**src/rtl/ras.sv**
```systemverilog
// Return address stack for the fetch predictor: call pushes, return pops, coroutine swaps top.
// Top/count are exported as a checkpoint and can be restored by the backend on mispredict.
module ras #(
   parameter int RAS_ENTRIES      = 8,
   parameter int RAS_INDEX_WIDTH  = $clog2(RAS_ENTRIES),
   parameter int RAS_TARGET_WIDTH = 31
) (
   input  logic                        CLK,
   input  logic                        RST,
   input  logic                        link_valid,
   input  logic [RAS_TARGET_WIDTH-1:0] link_target,
   input  logic                        ret_valid,
   output logic [RAS_TARGET_WIDTH-1:0] ret_target,
   output logic                        ret_hit,
   output logic [RAS_INDEX_WIDTH-1:0]  ras_index,
   output logic [RAS_INDEX_WIDTH:0]    ras_count,
   input  logic                        update_valid,
   input  logic [RAS_INDEX_WIDTH-1:0]  update_ras_index,
   input  logic [RAS_INDEX_WIDTH:0]    update_ras_count
);

   localparam logic [RAS_INDEX_WIDTH:0]   COUNT_FULL = (RAS_INDEX_WIDTH+1)'(RAS_ENTRIES);
   localparam logic [RAS_INDEX_WIDTH-1:0] IDX_ONE    = RAS_INDEX_WIDTH'(1);
   localparam logic [RAS_INDEX_WIDTH:0]   CNT_ONE    = (RAS_INDEX_WIDTH+1)'(1);

   logic [RAS_TARGET_WIDTH-1:0] stack [RAS_ENTRIES];
   logic [RAS_INDEX_WIDTH-1:0]  top;
   logic [RAS_INDEX_WIDTH:0]    count;

   logic [RAS_INDEX_WIDTH-1:0]  top_nxt;
   logic [RAS_INDEX_WIDTH:0]    count_nxt;
   logic                        wr_en;
   logic [RAS_INDEX_WIDTH-1:0]  wr_idx;

   assign ret_target = stack[top];
   assign ret_hit    = (count != '0);
   assign ras_index  = top;
   assign ras_count  = count;

   always_comb begin
      top_nxt   = top;
      count_nxt = count;
      wr_en     = 1'b0;
      wr_idx    = top;
      if (update_valid) begin
         top_nxt   = update_ras_index;
         count_nxt = update_ras_count;
      end else if (link_valid && ret_valid) begin
         // coroutine: replace the return target in place
         wr_en  = 1'b1;
         wr_idx = top;
      end else if (link_valid) begin
         top_nxt   = top + IDX_ONE;
         wr_en     = 1'b1;
         wr_idx    = top + IDX_ONE;
         count_nxt = (count == COUNT_FULL) ? count : count + CNT_ONE;
      end else if (ret_valid) begin
         // underflow still moves the pointer so later pushes stay aligned
         top_nxt   = top - IDX_ONE;
         count_nxt = (count == '0) ? count : count - CNT_ONE;
      end
   end

   always_ff @(posedge CLK) begin
      if (RST) begin
         top   <= '0;
         count <= '0;
         for (int i = 0; i < RAS_ENTRIES; i++) stack[i] <= '0;
      end else begin
         top   <= top_nxt;
         count <= count_nxt;
         if (wr_en) stack[wr_idx] <= link_target;
         if (update_valid)
            assert (update_ras_count <= COUNT_FULL)
               else $error("ras: restored count %0d exceeds depth", update_ras_count);
      end
   end

endmodule
```
**config.mk**
```make
export PLATFORM = sky130hd
export DESIGN_NAME = ras
export DESIGN_NICKNAME = d
export VERILOG_FILES = /design/src/rtl/ras.sv
export SDC_FILE = /design/constraint.sdc
export NUM_CORES = 1
export LEC_CHECK = 0
export CORE_MARGIN = 1
export CORE_UTILIZATION = 25
export CTS_BUF_LIST = sky130_fd_sc_hd__clkbuf_4
export CTS_CLUSTER_DIAMETER = 80
export DETAILED_ROUTE_END_ITERATION = 8
export RECOVER_POWER = 100
export SLEW_MARGIN = 40
export SYNTH_ARGS = -nofsm -noshare
export SYNTH_HDL_FRONTEND = slang
export SYNTH_SLANG_ARGS = --single-unit
```
**constraint.sdc**
```tcl
create_clock -name CLK -period 7.1 [get_ports CLK]
set_input_delay 1.42 -clock CLK [delete_from_list [all_inputs] [get_ports CLK]]
set_output_delay 1.42 -clock CLK [all_outputs]
set_load 0.01 [all_outputs]
```
==> impl_metrics.tcl, run 1 <==
set metrics [dict create \
    fin_nets 896 \
    period_minus_slack_ps 5408 \
    drc 6 \
    max_slew_margin_pct -105.6 \
    fin_ws_ps 1692 \
    synthTopCellsByArea "edfxtp_1 62%, and2_1 13%, mux4_2 12%" \
    maxSlewViolCount 292 \
    cts_buffers 71 \
    overflow 0 \
    synth_cell_type_count 46 \
    rsz0062_at_grt "false" \
    clkPwrFrac_pct 38.7 \
    wl_per_cell_um 18.15 \
    first_pass_iters 6 \
    cts-root-buf "clkbuf_4" \
    min_period_over_period_pct 76.16 \
    via_count 6421 \
    tritoncts "done" \
    fmax_mhz 184.9 \
    synth_ff_type "edfxtp_1" \
    post-cts-setup-buffers 0 \
    finalHoldViolCount 0 \
    gp_congestion 0.7328 \
    startpoint_type "primary input" \
    grt_usage_pct 11.61 \
    io_pins 82 \
    rows 79 \
    power_density_mw_per_mm2 245.2 \
    hold_path.class "reg2reg" \
    drtAntennaViolNets 0 \
    status "complete, but fails checks" \
    synth_seq_area_share_pct 64.17 \
    worstSetupEndpointType "flip-flop" \
    ys_seq_elements 258 \
    avgViaCountPerCell 4.275 \
    routed_wirelength_mm 27.26 \
    synth.avg_cell_area_um2 16.42 \
    cp.arrival_ps 5580 \
    seq_power_share_pct 50.9 \
    fillers 4657 \
    vdd_ir_drop_max_v 0.0001053 \
    cp.required_ps 7270 \
    async_flop_share_pct 0 \
    path_max_fanout 31 \
    ctsResizeCount 0 \
    setup_viol 0 \
    grt_pass1_vias 6986 \
    post-dp-hpwl_mm 15.67 \
    worst_pin_slew_ps 3083 \
    swShare_pct 23.22 \
    syn_inst 726 \
    synthTopCellsByCount "248 x and2_1, 248 x edfxtp_1, 62 x mux4_2, 32 x mux2_2" \
    drive_above_1_share_pct 25.84 \
    synth_edf_count 248 \
    core_area_mm2 0.04675 \
    grt_pass1_wl_mm 41.89 \
    fp.dieArea_mm2 0.04855 \
    combPwrFrac_pct 10.4 \
    port_buffers 81 \
    grt_max_degree 33 \
    crit_type "in2reg" \
    finalPower_mw 3.491 \
    grt_antenna_before_repair 2 \
    cts_hold_buf 0 \
    netlist_area_mm2 0.01192 \
    internal_power_mw 2.680 \
    clk_path_buf_depth 3 \
    htreeDepth 3 \
    die-width_um 220.3 \
    violations "design-rule violations, max-capacitance violations, max-slew violations" \
    yosysTopAreaCellShare_pct 62.49 \
    fin_setup_tns_ps 0 \
    place_ws_ps 2450 \
    syn_to_final_growth_pct 19.43 \
    max_cap_viol_count 9 \
    synth.net_count 776 \
    die_height_um 220.3 \
    insertion_delay_ps 660 \
    synth.largest_area_cell "edfxtp_1" \
    fin_skew_ps 44.74 \
    path_clk_slew_ps 60 \
    clkSinkCount 258 \
    p_sw_mw 0.8104 \
    start_util_pct 25.49 \
    ys_warn_count 0 \
    drt-initial-drc-count 471 \
    p_leak_nw 4.987 \
]
-- worst max-delay path, cell delays in order --
cell	delay, ps
dlygate4sd3_1	770
inv_1	200
ha_1	340
mux2_2	270
nand2b_1	250
nor3_1	250
or2_0	2070
-- power groups by stage --
stage | clock, mW | sequential (mW) | combinational [mW]
finish | 1.35 | 1.78 | 0.364
global route | 1.48 | 1.78 | 0.397
CTS | 1.39 | 1.78 | 0.393
detailed placement | 0 | 1.81 | 0.391
global placement | 0 | 1.82 | 0.374
floorplan | 0 | 1.78 | 0.226
-- flip-flops by register name, summed over array words and instances, names as in the netlist, named ones only --
| register | flops |
|---|---|
| ras_index | 3 |
| ras_count | 4 |
| stack | 248 |
-- per-layer routing --
metal  up-vias  part of all wire (%)  global-route usage (%)
met3        45                   6.8                   2.873
met2       182                    47                   18.03
met4         2                   1.8                   3.908
met1      3217                    45                   15.79
met5         -                 0.037                       0
li1       2975                     -                       -
-- cell usage in the layout (no fill, tap or decap), types with 3 or more instances in the layout --
| cell type | instances |
|---|---|
| mux4_2 | 62 |
| and2_1 | 138 |
| xor2_1 | 4 |
| mux2_2 | 32 |
| ha_1 | 6 |
| and2_0 | 110 |
| dfxtp_1 | 8 |
| dlygate4sd3_1 | 37 |
| clkbuf_4 | 107 |
| clkdlybuf4s50_1 | 44 |
| nor2b_1 | 4 |
| inv_1 | 6 |
| edfxtp_1 | 248 |
| xnor2_1 | 3 |
| clkbuf_1 | 8 |
| or2_4 | 6 |
| nor3_4 | 4 |
| a21oi_1 | 6 |
| nor2_1 | 3 |
| nor3_1 | 8 |
| clkinv_1 | 7 |
-- final cells by class --
cell class / count / area [µm²] / share of cell area [%]
Antenna cell: 1 / 2.502 / 0.01758
Clock buffer: 107 / 803.3 / 5.643
Clock inverter: 14 / 115.1 / 0.8087
Inverter: 6 / 22.52 / 0.1582
Multi-Input combinational cell: 416 / 3973 / 27.91
Sequential cell: 258 / 7655 / 53.78
Tap cell: 607 / 759.5 / 5.336
Timing Repair Buffer: 93 / 903.4 / 6.347
-- cell families after synthesis --
kind of cell             Yosys count  synth area share [%]
XOR/XNOR                           9                0.9764
adder cells (fa/ha/maj)            7                0.7979
flip-flops                       258                 64.17
AO/OA/AOI/OAI                     18                 1.029
multiplexers                      96                 14.98
buffers and inverters             52                 2.436
AND/OR/NAND/NOR                  286                 15.61
-- per-stage QoR --
step | utilization, % | cells | cell area, µm² | hold slack [ps]
after floorplan | - | 726 | 11920 | 561.3
after global placement | 28.50 | 1378 | 13330 | 563.1
after detailed placement | 28.66 | 1380 | 13400 | 576.9
after CTS | 30.62 | 1501 | 14320 | 601.4
after global routing | 30.44 | 1502 | 14230 | 620.8
final | 30.44 | 1502 | 14230 | 584.5
-- worst paths after layout --
check,depth (start not counted),to,startpoint,slack [ps]
worst min-delay path,2,ras_count[2]$_SDFFE_PP0P_,ras_count[2]$_SDFFE_PP0P_,580
worst max-delay path,7,stack[2][4]$_SDFFCE_PN0P_,link_valid,1690
worst min register to register,2,ras_count[2]$_SDFFE_PP0P_,ras_count[2]$_SDFFE_PP0P_,580
worst max register to register,6,stack[2][4]$_SDFFCE_PN0P_,ras_index[0]$_SDFFE_PP0P_,2940
Note: power is estimated with default switching activity, not from simulation.
==> run 2: changes to the inputs <==
Clock period 7.1 ns to 4.4 ns, I/O delays scaled along.
==> impl_metrics.tcl, run 2 (synthesized netlist as in run 1, its figures left out) <==
set metrics [dict create \
    max_slew_margin_pct -28.23 \
    tritoncts "done" \
    fmax_mhz 256.5 \
    setup_viol 0 \
    clk_path_buf_depth 3 \
    cpPeakStageDelay_ps 750 \
    fillers 4655 \
    fp.dieArea_mm2 0.04855 \
    use_met1_pct 15.98 \
    first_pass_iters 7 \
    cts-root-buf "clkbuf_4" \
    io_pins 82 \
    drc 14 \
    seqCellArea_mm2 0.007656 \
    grt_usage_pct 11.95 \
    drt-initial-drc-count 411 \
    core_area_mm2 0.04675 \
    top_usage_layer "met2" \
    via_count 6414 \
    startpoint_type "primary input" \
    mostFrequentLayoutCells "248 x edfxtp_1, 142 x and2_1, 106 x and2_0, 103 x clkbuf_4, 62 x mux4_2" \
    insertion_delay_ps 660 \
    rows 79 \
    grtUsageMet3_pct 2.777 \
    worstSetupEndpointType "flip-flop" \
    worst_pin_slew_ps 1923 \
    vdd_ir_drop_max_v 0.0001648 \
    post-cts-setup-buffers 0 \
    grt_antenna_before_repair 2 \
    grt_max_degree 63 \
    overflow 0 \
    cp_cell_sequence "dlygate4sd3_1 -> buf_4 -> nor3b_1 -> mux2_1 -> nor3_1 -> or2_0 -> clkbuf_2" \
    cp_slowest_cell "clkbuf_2" \
    postLayoutCellArea_mm2 0.01410 \
    gp_congestion 0.7130 \
    fin_util_pct 30.17 \
    whs_ps 589.8 \
    path_clk_slew_ps 60 \
    use_met2_pct 18.82 \
    htreeDepth 3 \
    die_height_um 220.3 \
    cp.required_ps 4660 \
    syn_to_final_growth_pct 18.34 \
    die-width_um 220.3 \
    grt_pass1_wl_mm 42.72 \
    cts_buffers 69 \
    hold_path.class "reg2reg" \
    critical_path.top_delay_family "buffers and inverters" \
    violations "design-rule violations, max-capacitance violations, max-slew violations" \
    post-dp-hpwl_mm 15.99 \
    path_buf_inv 3 \
    multi_input_area_mm2 0.003941 \
    crit_type "in2reg" \
    ctsResizeCount 0 \
    grt_pass1_vias 7012 \
    routed_wirelength_mm 28.13 \
    cts_hold_buf 0 \
    avgViaCountPerCell 4.287 \
    r2r_setup_slack_ps 990 \
    rsz0062_at_grt "false" \
    maxSlewViolCount 288 \
    path_max_fanout 22 \
    start_util_pct 25.49 \
    p_leak_nw 4.961 \
    cp.arrival_ps 4160 \
    final_common_cell "edfxtp_1" \
    drive_above_1_share_pct 24.92 \
    wl_per_cell_um 18.80 \
    fin_skew_ps 47.86 \
    status "complete, but fails checks" \
    period_minus_slack_ps 3899 \
    port_buffers 81 \
    power_density_mw_per_mm2 384.1 \
    top_register "stack" \
    fin_nets 900 \
    clkSinkCount 258 \
    placed_area_mm2 0.01349 \
    largest_register_ffs 248 \
    fin_setup_tns_ps 0 \
    finalHoldViolCount 0 \
    drtAntennaViolNets 0 \
    min_period_over_period_pct 88.60 \
    max_cap_viol_count 9 \
]
[run 2: changes by cell type in the layout (fill, tap and decap cells not counted), sizes merged]
cell / change
clkinv: -5
clkdlybuf4s50: -3
dlygate4sd3: +3
bufinv: -2
clkinvlp: -2
buf: +1
clkbuf: +1
diode: +1
[run 2: area by class of cell]
cell class,instances,area share (%)
clock inverter,5,0.1331
timing repair buffer,99,6.574
sequential,258,54.29
clock buffer,103,5.483
inverter,6,0.1597
multi-input combinational,416,27.95
tap,607,5.385
antenna,2,0.03549
[run 2: worst register-to-register path, delay by kind of cell, from the launching register on]
family                   cells  cell delay, ps
multiplexers                 1             270
flip-flops                   1             410
AND/OR/NAND/NOR              3            1200
adder cells (fa/ha/maj)      1             290
buffers and inverters        2             880
[run 2: layer usage]
| layer | routed length [µm] | share of wire (%) |
|---|---|---|
| met1 | 12490 | 44 |
| met2 | 13270 | 47 |
| met3 | 1866 | 6.6 |
| met4 | 497 | 1.8 |
| met5 | 12 | 0.043 |
[run 2: worst paths after layout]
path / start / to / cells after the start
worst min-delay path: ras_count[2]$_SDFFE_PP0P_ / ras_count[2]$_SDFFE_PP0P_ / 2
worst max-delay path: link_valid / stack[4][16]$_SDFFCE_PN0P_ / 7
worst max register to register: ras_index[0]$_SDFFE_PP0P_ / stack[4][16]$_SDFFCE_PN0P_ / 7
worst min register to register: ras_count[2]$_SDFFE_PP0P_ / ras_count[2]$_SDFFE_PP0P_ / 2
[run 2: per-stage QoR]
stage | setup WS (ps) | instances | power, mW
2_1_floorplan | 1390 | 726 | 3.240
3_3_place_gp | 740.4 | 1386 | 3.559
3_5_place_dp | 916.2 | 1386 | 3.565
4_1_cts | 573.8 | 1494 | 5.558
5_1_grt | 322.7 | 1495 | 5.686
6_report | 501.5 | 1496 | 5.417
[run 2: power by group]
group	total [mW]	switching [mW]	internal [mW]
logic	0.606	0.310	0.296
registers	2.85	0.0489	2.80
clock network	1.96	0.911	1.05
